===== src/rtl/sprite_pkg.sv =====
// Shared types and constants for the player-sprite renderer.
package sprite_pkg;

  typedef enum logic [1:0] {GROUND, RISE, FALL, LAND} jump_state_e;

  // Sprite ROM word layout.
  typedef struct packed {
    logic [3:0] blue;
    logic [3:0] green;
    logic [3:0] red;
  } rgb_t;

  localparam logic [11:0]   TRANSPARENT_KEY = 12'hC0F;
  localparam logic [3:0]    COLOUR_BG       = 4'hF;
  localparam int unsigned   JUMP_POSES      = 5;

endpackage


===== src/rtl/sprite_jump_physics.sv =====
// Frame-tick driven jump state machine: pending latch, height/velocity/speed
// integration, landing counter and jump pose index.
module sprite_jump_physics
  import sprite_pkg::*;
#(
  parameter int unsigned ROW_W       = 11,
  parameter int unsigned JUMP_V0     = 22,
  parameter int unsigned GRAVITY     = 1,
  parameter int unsigned LAND_FRAMES = 3,
  parameter int unsigned MAX_H       = 562
) (
  input  logic             clock,
  input  logic             reset_n,
  input  logic             tick,
  input  logic             key_rise,
  output jump_state_e      state,
  output logic [ROW_W-1:0] height,
  output logic             airborne,
  output logic [2:0]       jump_idx_c
);

  localparam int unsigned      LC_W    = (LAND_FRAMES > 1) ? $clog2(LAND_FRAMES) : 1;
  localparam logic [ROW_W-1:0] GRAV    = ROW_W'(GRAVITY);
  localparam logic [ROW_W-1:0] HALF_V0 = ROW_W'(JUMP_V0 / 2);

  jump_state_e      state_d;
  logic [ROW_W-1:0] height_d;
  logic [ROW_W-1:0] vel, vel_d;
  logic [ROW_W-1:0] speed, speed_d;
  logic [ROW_W-1:0] fall_speed;
  logic [ROW_W:0]   rise_sum;
  logic [LC_W-1:0]  land_cnt, land_cnt_d;
  logic             pending, pending_d;

  assign rise_sum   = {1'b0, height} + {1'b0, vel};
  assign fall_speed = speed + GRAV;

  always_ff @(posedge clock or negedge reset_n) begin
    if (!reset_n) begin
      state    <= GROUND;
      height   <= '0;
      vel      <= '0;
      speed    <= '0;
      land_cnt <= '0;
      pending  <= 1'b0;
      airborne <= 1'b0;
    end else begin
      state    <= state_d;
      height   <= height_d;
      vel      <= vel_d;
      speed    <= speed_d;
      land_cnt <= land_cnt_d;
      pending  <= pending_d;
      airborne <= (state_d == RISE) || (state_d == FALL);
    end
  end

  // Comparisons are taken before any subtraction so nothing underflows.
  always_comb begin
    state_d    = state;
    height_d   = height;
    vel_d      = vel;
    speed_d    = speed;
    land_cnt_d = land_cnt;
    pending_d  = pending;
    if (key_rise && (state == GROUND)) pending_d = 1'b1;
    if (tick) begin
      pending_d = 1'b0;
      case (state)
        GROUND: begin
          if (pending || key_rise) begin
            vel_d   = ROW_W'(JUMP_V0);
            state_d = RISE;
          end
        end
        RISE: begin
          height_d = (rise_sum > (ROW_W+1)'(MAX_H)) ? ROW_W'(MAX_H) : rise_sum[ROW_W-1:0];
          if ((vel <= GRAV) || (rise_sum > (ROW_W+1)'(MAX_H))) begin
            state_d = FALL;
            vel_d   = '0;
            speed_d = '0;
          end else begin
            vel_d = vel - GRAV;
          end
        end
        FALL: begin
          speed_d = fall_speed;
          if (fall_speed >= height) begin
            height_d   = '0;
            state_d    = LAND;
            land_cnt_d = '0;
          end else begin
            height_d = height - fall_speed;
          end
        end
        default: begin
          if (land_cnt == LC_W'(LAND_FRAMES - 1)) begin
            state_d    = GROUND;
            land_cnt_d = '0;
          end else begin
            land_cnt_d = land_cnt + LC_W'(1);
          end
        end
      endcase
    end
  end

  always_comb begin
    jump_idx_c = 3'd4;
    case (state)
      RISE:    jump_idx_c = (vel > HALF_V0) ? 3'd0 : 3'd1;
      FALL:    jump_idx_c = (speed < HALF_V0) ? 3'd2 : 3'd3;
      default: jump_idx_c = 3'd4;
    endcase
  end

endmodule


===== src/rtl/sprite_animator.sv =====
// Player-sprite renderer: run animation, jump physics, sprite ROM addressing
// and a two-stage pixel pipeline feeding the layer mixer.
module sprite_animator
  import sprite_pkg::*;
#(
  parameter int unsigned COL_W       = 12,
  parameter int unsigned ROW_W       = 11,
  parameter int unsigned SPR_W       = 32,
  parameter int unsigned SPR_H       = 32,
  parameter int unsigned SCALE_SHIFT = 2,
  parameter int unsigned ORIGIN_X    = 220,
  parameter int unsigned GROUND_Y    = 690,
  parameter int unsigned RUN_FRAMES  = 6,
  parameter int unsigned ANIM_TICKS  = 10_000_000,
  parameter int unsigned JUMP_V0     = 22,
  parameter int unsigned GRAVITY     = 1,
  parameter int unsigned LAND_FRAMES = 3,
  parameter int unsigned ROM_AW      = $clog2((RUN_FRAMES + JUMP_POSES) * SPR_W * SPR_H)
) (
  input  logic              clock,
  input  logic              reset_n,
  input  logic [COL_W-1:0]  display_col,
  input  logic [ROW_W-1:0]  display_row,
  input  logic              visible,
  input  logic              jump_key,
  input  logic              pause,
  output logic [ROM_AW-1:0] rom_addr,
  input  logic [11:0]       rom_data,
  output logic [3:0]        char_red,
  output logic [3:0]        char_green,
  output logic [3:0]        char_blue,
  output logic              char_visible,
  output logic              airborne,
  output logic [ROW_W-1:0]  char_top
);

  localparam int unsigned SPR_PW  = SPR_W << SCALE_SHIFT;
  localparam int unsigned SPR_PH  = SPR_H << SCALE_SHIFT;
  localparam int unsigned MAX_H   = GROUND_Y - SPR_PH;
  localparam int unsigned SX_W    = $clog2(SPR_W);
  localparam int unsigned SY_W    = $clog2(SPR_H);
  localparam int unsigned FRAME_W = ROM_AW - SX_W - SY_W;
  localparam int unsigned TICK_W  = (ANIM_TICKS > 1) ? $clog2(ANIM_TICKS) : 1;
  localparam int unsigned RF_W    = (RUN_FRAMES > 1) ? $clog2(RUN_FRAMES) : 1;

  logic               at_origin, at_origin_q, frame_tick, phys_tick, tick_q;
  logic               key_q, key_rise;
  jump_state_e        state;
  logic [ROW_W-1:0]   height;
  logic [2:0]         jump_idx_c;
  logic [TICK_W-1:0]  anim_cnt;
  logic [RF_W-1:0]    run_frame;
  logic [FRAME_W-1:0] frame_c;
  logic [COL_W-1:0]   col_off;
  logic [ROW_W-1:0]   row_off;
  logic [SX_W-1:0]    sx;
  logic [SY_W-1:0]    sy;
  logic               inbox, hit_q;
  rgb_t               px;

  assign at_origin  = (display_col == '0) && (display_row == '0);
  assign frame_tick = at_origin && !at_origin_q;
  assign phys_tick  = frame_tick && !pause;
  assign key_rise   = jump_key && !key_q;

  sprite_jump_physics #(
    .ROW_W       (ROW_W),
    .JUMP_V0     (JUMP_V0),
    .GRAVITY     (GRAVITY),
    .LAND_FRAMES (LAND_FRAMES),
    .MAX_H       (MAX_H)
  ) u_physics (
    .clock      (clock),
    .reset_n    (reset_n),
    .tick       (phys_tick),
    .key_rise   (key_rise),
    .state      (state),
    .height     (height),
    .airborne   (airborne),
    .jump_idx_c (jump_idx_c)
  );

  // Edge detectors, run animation and once-per-frame char_top update.
  always_ff @(posedge clock or negedge reset_n) begin
    if (!reset_n) begin
      at_origin_q <= 1'b0;
      key_q       <= 1'b0;
      tick_q      <= 1'b0;
      anim_cnt    <= '0;
      run_frame   <= '0;
      char_top    <= ROW_W'(MAX_H);
    end else begin
      at_origin_q <= at_origin;
      key_q       <= jump_key;
      tick_q      <= phys_tick;
      if (!pause) begin
        if (anim_cnt == TICK_W'(ANIM_TICKS - 1)) begin
          anim_cnt  <= '0;
          run_frame <= (run_frame == RF_W'(RUN_FRAMES - 1)) ? '0 : run_frame + RF_W'(1);
        end else begin
          anim_cnt <= anim_cnt + TICK_W'(1);
        end
      end
      if (tick_q) char_top <= ROW_W'(MAX_H) - height;
    end
  end

  assign col_off = display_col - COL_W'(ORIGIN_X);
  assign row_off = display_row - char_top;
  assign sx      = SX_W'(col_off >> SCALE_SHIFT);
  assign sy      = SY_W'(row_off >> SCALE_SHIFT);
  assign frame_c = (state == GROUND) ? FRAME_W'(run_frame)
                                     : FRAME_W'(RUN_FRAMES) + FRAME_W'(jump_idx_c);
  assign inbox   = (display_col >= COL_W'(ORIGIN_X))
                && ({1'b0, display_col} < (COL_W+1)'(ORIGIN_X + SPR_PW))
                && (display_row >= char_top)
                && ({1'b0, display_row} < ({1'b0, char_top} + (ROW_W+1)'(SPR_PH)));
  assign px      = rom_data;

  // Stage 1 issues the ROM address; stage 2 resolves colour and transparency.
  always_ff @(posedge clock or negedge reset_n) begin
    if (!reset_n) begin
      rom_addr     <= '0;
      hit_q        <= 1'b0;
      char_red     <= COLOUR_BG;
      char_green   <= COLOUR_BG;
      char_blue    <= COLOUR_BG;
      char_visible <= 1'b0;
    end else begin
      rom_addr <= {frame_c, sx, sy};
      hit_q    <= inbox && visible;
      if (hit_q && (rom_data != TRANSPARENT_KEY)) begin
        char_red     <= px.red;
        char_green   <= px.green;
        char_blue    <= px.blue;
        char_visible <= 1'b1;
      end else begin
        char_red     <= COLOUR_BG;
        char_green   <= COLOUR_BG;
        char_blue    <= COLOUR_BG;
        char_visible <= 1'b0;
      end
    end
  end

endmodule


===== config.mk =====
export PLATFORM = sky130hd
export DESIGN_NAME = sprite_animator
export DESIGN_NICKNAME = d
export VERILOG_FILES = /design/src/rtl/sprite_pkg.sv /design/src/rtl/sprite_jump_physics.sv /design/src/rtl/sprite_animator.sv
export SDC_FILE = /design/constraint.sdc
export NUM_CORES = 1
export LEC_CHECK = 0
export BUFFER_PORTS_ARGS = -buffer_cell sky130_fd_sc_hd__buf_2
export CORE_UTILIZATION = 61
export CTS_BUF_LIST = sky130_fd_sc_hd__clkbuf_8
export CTS_CLUSTER_DIAMETER = 100
export DETAILED_ROUTE_END_ITERATION = 8
export GPL_TIMING_DRIVEN = 0
export HOLD_SLACK_MARGIN = 0.15
export MAX_ROUTING_LAYER = met4
export PLACE_DENSITY = 0.83
export SKIP_CTS_REPAIR_TIMING = 1
export SYNTH_ARGS = -nofsm -noshare
export SYNTH_HDL_FRONTEND = slang
export SYNTH_SLANG_ARGS = --single-unit

===== constraint.sdc =====
create_clock -name clock -period 3.4 [get_ports clock]
set_input_delay 0.34 -clock clock [delete_from_list [all_inputs] [get_ports clock]]
set_output_delay 0.34 -clock clock [all_outputs]
set_load 0.01 [all_outputs]

==> After elaboration in Yosys (flattened, before gate mapping) <==
Index checks and enable logic that the tools add are counted.
{ "word_totals": {"reg_bits": 108, "input_bits": 40, "out_inout_bits": 39, "word_cells": 110} }
{ "classes": {"n_addsub": 12, "n_lt_le_gt_ge": 9, "n_eq_ne": 11, "mux": 29, "n_bitwise": 2, "n_reduce_logical": 28} }
{ "ops": {"columns": ["cell", "count"], "rows": [
  ["$pmux W11 S2", 3],
  ["$mux W11", 5],
  ["$add A24 B1 Y24 const B", 1],
  ["$eq A24 B24 Y1 const B", 1],
  ["$mux W24", 1],
  ["$ge A11 B11 Y1", 2],
  ["$mux W4", 4],
  ["$mux W2", 7],
  ["$add A11 B11 Y12", 1],
  ["$add A11 B8 Y12 const B", 1],
  ["$ge A12 B8 Y1 const B", 1],
  ["$gt A12 B10 Y1 const B", 1],
  ["$logic_not A12 Y1", 1],
  ["$lt A11 B12 Y1", 1],
  ["$lt A12 B9 Y1 const B", 1],
  ["$ne A12 B12 Y1 const B", 1],
  ["$add A11 B1 Y11 const B", 1],
  ["$gt A11 B4 Y1 const B", 1],
  ["$le A11 B1 Y1 const B", 1],
  ["$logic_not A11 Y1", 1],
  ["$lt A11 B4 Y1 const B", 1],
  ["$sub A10 B11 Y11 const A", 1],
  ["$sub A11 B1 Y11 const B", 1],
  ["$sub A11 B11 Y11", 1],
  ["23 further kinds", 51]
]} }

==> Depth between registers and ports, before layout <==
{ "logic_depth": {"word_depth": 8, "depth_mapped": 13} }

==> Modules after synthesis <==
From an unflattened synthesis, not the netlist that was laid out.
{ "hier_totals": {"cells_unflattened": 731, "area_unflattened_um2": 6852.8} }
{ "by_module_without_submodules": {"columns": ["module", "n_inst", "cells_each", "area_each_um2"], "rows": [
  ["sprite_animator", 1, 330, 3488.3],
  ["sprite_jump_physics", 1, 401, 3364.5]
]} }

==> Least setup slack after synthesis <==
No wires, ideal clock.
{ "synth_path": {"path_kind": "register to register", "start": "register u_physics.vel[0]", "end": "register u_physics.speed[5]", "arrival_time_ns": 2.909, "setup_slack_ns": 0.348, "path_stages_with_launch": 14, "n_path_buf": 1, "synth_period_minus_slack_ns": 3.052, "path_cell_list": "dfrtp_1 ha_1 inv_1 fa_1 nand2b_1 a211o_1 and3b_1 xor2_1 a311o_1 and4b_4 a21o_1 buf_2 nand2_1 o31ai_2"} }
{ "synth_via": {"elab_chain_len": 5, "elab_cells_between_ends": 6, "classes_between": "add/sub (1); order compare (2); eq/ne (1); reduce/logical (2)"} }
{ "synth_lines": {"columns": ["element", "line_no", "rtl"], "rows": [
  ["start: declaration", "sprite_jump_physics.sv:28", "logic [ROW_W-1:0] vel, vel_d;"],
  ["start signal: assignment", "sprite_jump_physics.sv:50", "vel <= vel_d;"],
  ["$add A11 B11 Y12", "sprite_jump_physics.sv:35", "assign rise_sum = {1'b0, height} + {1'b0, vel};"],
  ["$gt A12 B10 Y1", "sprite_jump_physics.sv:78", "if ((vel <= GRAV) || (rise_sum > (ROW_W+1)'(MAX_H))) begin"],
  ["$logic_or A1 B1 Y1 (*)", "sprite_jump_physics.sv:78", null],
  ["$ne A2 B1 Y1 (no source line) (*)", null, null],
  ["$reduce_and A3 Y1 (no source line) (*)", null, null],
  ["end signal: assignment", "sprite_jump_physics.sv:51", "speed <= speed_d;"],
  ["end: declaration", "sprite_jump_physics.sv:29", "logic [ROW_W-1:0] speed, speed_d;"]
]} }
Mark *: on every way between the ends. The rest lies on a longest branch, timed or not.
A chain may end at the register's enable or synchronous reset.

==> Final worst setup path <==
{ "layout_path": {"start": "register u_physics.vel[0]", "end": "register u_physics.speed[10]"} }
The elaborated chain is that of the path after synthesis.

==> results.md <==
- Internal power: 1.79 mW
- Storage cell area: 2730 sq um
- CP peak stage delay: 430 ps
- Most frequent cell after synthesis: dfrtp_1
- CP endpoint kind: flip-flop
- Clock Tree Root: clkbuf_8
- Status: completed
- Routability-driven placement congestion ratio: 0.958
- DIE AREA: 11200 sq um
- Number of cells on the worst reg-to-reg path: 13
- Syn Inst Count: 712
- Sw frac: 25.9%
- Iteration-0 DRC count of the detailed router: 338
- CTS tree: built
- Clk_lat worst skew: 400 ps
- Leakage: 3.45 nW
- Syn nets: 805
- Initial antenna violation count: 0
- Post-layout net count: 911
- Syn avg cell area: 9.27 sq um
- Fin. max-slew vios: 0
- Post-route ant nets: 0
- Worst reg2reg startpoint: u_physics.vel[0]
- Clock Path Buffers: 2
- DRT Pass-1 Iters: 5
- Reg-to-reg critical path endpoint: u_physics.speed[10]
- Routed vias/inst: 6.05
- Synth warn: 0
- Post-synth EDFFs: 0
- Post-synthesis sequential area ratio: 41.3%
- I/O Buffers: 78
- Pin count of the biggest net entering global routing: 68
- Rel. slew slack: 45.1%
- Hold/Removal Path Class: in2reg
- Fraction of registers with async set/reset: 100%
- Detail Placement HPWL: 12.0 mm
- Setup TNS after final layout: 0 ps
- Final hold violation count: 0
- First-pass GRT wire length: 26.0 mm
- Num ports: 79
- Std cell rows: 37
- Peak supply drop: 0.314 mV
- Worst-path maximum fanout: 10
- Fraction of layout instances using a drive strength above 1: 19.0%
- Comb power frac: 9.2%
- Slowest CP cell: dfrtp_2
- End of the worst hold path: char_red[2]
- Number of diodes: 0
- Num CTS Buffers: 9
- Power per Cell Area: 319 nW/um^2
- Startpoint types: flip-flop
- Cell Count, Final, Fillers Out: 959
- Depth of the worst hold-timing path: 2
- Starting Density: 63.3%
- Clock slew at reported path FFs: 110 ps
- Yosys top cell by area: dfrtp_1
- Post-synth top flop: dfrtp_1
- Drt wl/cell: 16.9 um
- Sink Count: 108
- Total Routing Usage GR: 30.2%
- Critical Path RT: 3670 ps
- Crit share post-route: 96.4%
- Yosys top cell area share: 34.9%
- Fill count: 743
- GRT overflow: 0
- # DRC: 0
- Skew final: 11.8 ps
- # H-tree levels: 3
- Worst min-delay path startpoint: rom_data[2]
- Most frequent cells after synthesis: dfrtp_1 (92), nor2_1 (76), nand2_1 (62), ha_1 (51), o21ai_0 (46)
- Switching pwr: 0.626 mW
- Cell Area, Synth: 6600 sq um
- Placed insts: 927
- Max-Cap Viols: 0
- Worst Path Arrival: 3540 ps
- Final core occ: 72.8%
- Yosys cell types: 66
- Crit path cell chain: ha_2 -> inv_1 -> fa_2 -> nand2b_1 -> a211o_1 -> and3b_1 -> xor2_2 -> a311o_1 -> and4b_4 -> a21o_1 -> buf_4 -> nand2_1 -> o31ai_2
- Sequential Power Share: 57.1%
- Vias in the first global route: 5610
- Die Ht: 106 um
- Die width: 106 um
- Drt total wl: 16.2 mm
- Core Region: 10400 sq um
- Final setup vio count: 0
- Reg2reg setup slack: 120 ps
- Yosys reg bits: 108
- Fin crit period: 3280 ps
- F_max: 305 MHz
- Top post-synthesis cells by area: dfrtp_1 (35%), ha_1 (9.7%), dfstp_2 (6.4%), nor2_1 (4.3%), xnor2_1 (4.0%)
- Critical setup path kind: reg2reg
- Multi-input logic area: 3690 sq um
- Vias: 5799
- Clk network pwr share: 33.7%
- Worst Max-Slew Pin Slew: 816 ps
- Area Overhead vs Synth: 14.9%
-- routing by layer --
metal	wire length, um	GRT usage (%)
met5	0	-
met4	345	9.33
met3	992	7.11
met2	8050	50.8
met1	6800	36.1
-- stage by stage --
stage / instance area, sq um / hold WS [ps] / power [mW] / worst slack, ps
5_1_grt: 7580 / 151 / 2.51 / -7.05
2_1_floorplan: 6600 / 44.4 / 1.52 / 348
3_3_place_gp: 7160 / 457 / 1.60 / 35.7
4_1_cts: 7390 / -80.9 / 2.42 / -22.2
3_5_place_dp: 7190 / 359 / 1.62 / -14.1
6_report: 7580 / 159 / 2.42 / 122
-- state kept, by name, indices dropped and copies added, names as in the netlist, 11 cells and up --
register	flops
rom_addr	14
u_physics.height	11
u_physics.vel	11
char_top	11
u_physics.speed	11
anim_cnt	24
-- kinds of logic after synthesis --
family                   synth area share, %
XOR/XNOR                                7.17
adder cells (fa/ha/maj)                 10.3
AND/OR/NAND/NOR                         20.6
multiplexers                           0.797
buffers and inverters                   3.34
flip-flops                              41.3
AO/OA/AOI/OAI                           16.5
-- worst max-delay path, delay by kind of cell (launching register included) --
family	cells	cell delay (ps)
AOI/OAI and AO/OA	4	1060
and+or+nand+nor	4	690
adders and majority gates	2	560
DFF	1	430
buffers and inverters	2	250
xor gates and xnor gates	1	160
-- power groups by stage --
stage                     clock network, mW  logic (mW)  registers (mW)
after floorplan                           0       0.116            1.40
after global placement                    0       0.202            1.40
after detailed placement                  0       0.215            1.40
after CTS                             0.826       0.217            1.38
after global routing                  0.875       0.252            1.39
final                                 0.814       0.222            1.38
-- final cells by class --
cell class / count / area share, %
Sequential cell: 108 / 36.0
Timing Repair Buffer: 95 / 7.40
Multi-Input combinational cell: 548 / 48.8
Tap cell: 136 / 2.25
Buffer: 15 / 0.941
Inverter: 41 / 2.03
Clock inverter: 7 / 1.02
Clock buffer: 9 / 1.63
-- worst max-delay path by stage --
| stage | from | end | slack [ps] | cells after the start |
|---|---|---|---|---|
| 6_report | u_physics.vel[0] | u_physics.speed[10] | 120 | 13 |
| 5_1_grt | u_physics.vel[0] | u_physics.height[3] | -7 | 12 |
| 4_1_cts | u_physics.vel[0] | u_physics.speed[10] | -20 | 13 |
| 3_5_place_dp | u_physics.vel[0] | u_physics.speed[9] | -10 | 13 |
| 3_3_place_gp | u_physics.vel[0] | u_physics.height[3] | 40 | 12 |
| 2_1_floorplan | u_physics.vel[0] | u_physics.speed[5] | 350 | 13 |
-- cell usage in the layout (no fill, tap or decap), types with 4 or more instances in the layout --
| cell type | instances |
|---|---|
| xor2_1 | 23 |
| and2_1 | 5 |
| nor3b_1 | 4 |
| or2_2 | 8 |
| clkbuf_1 | 12 |
| a21o_1 | 12 |
| nor2_1 | 75 |
| xnor2_1 | 30 |
| nand3_1 | 24 |
| nand2_1 | 61 |
| and3_1 | 7 |
| nor3_1 | 21 |
| o21ai_1 | 8 |
| o31ai_2 | 8 |
| o21a_1 | 6 |
| buf_4 | 10 |
| a31oi_1 | 5 |
| nor2b_1 | 12 |
| nor4b_1 | 4 |
| dlygate4sd3_1 | 8 |
| or3_1 | 5 |
| clkbuf_8 | 9 |
| a21oi_1 | 30 |
| dfrtp_1 | 89 |
| a21boi_0 | 4 |
| nand2b_1 | 12 |
| inv_1 | 42 |
| nand4_1 | 11 |
| o31ai_1 | 9 |
| dfstp_2 | 16 |
| nor4_1 | 12 |
| o21ai_0 | 45 |
| buf_2 | 77 |
| ha_1 | 50 |
No activity file was read; power rests on OpenSTA's default activity.
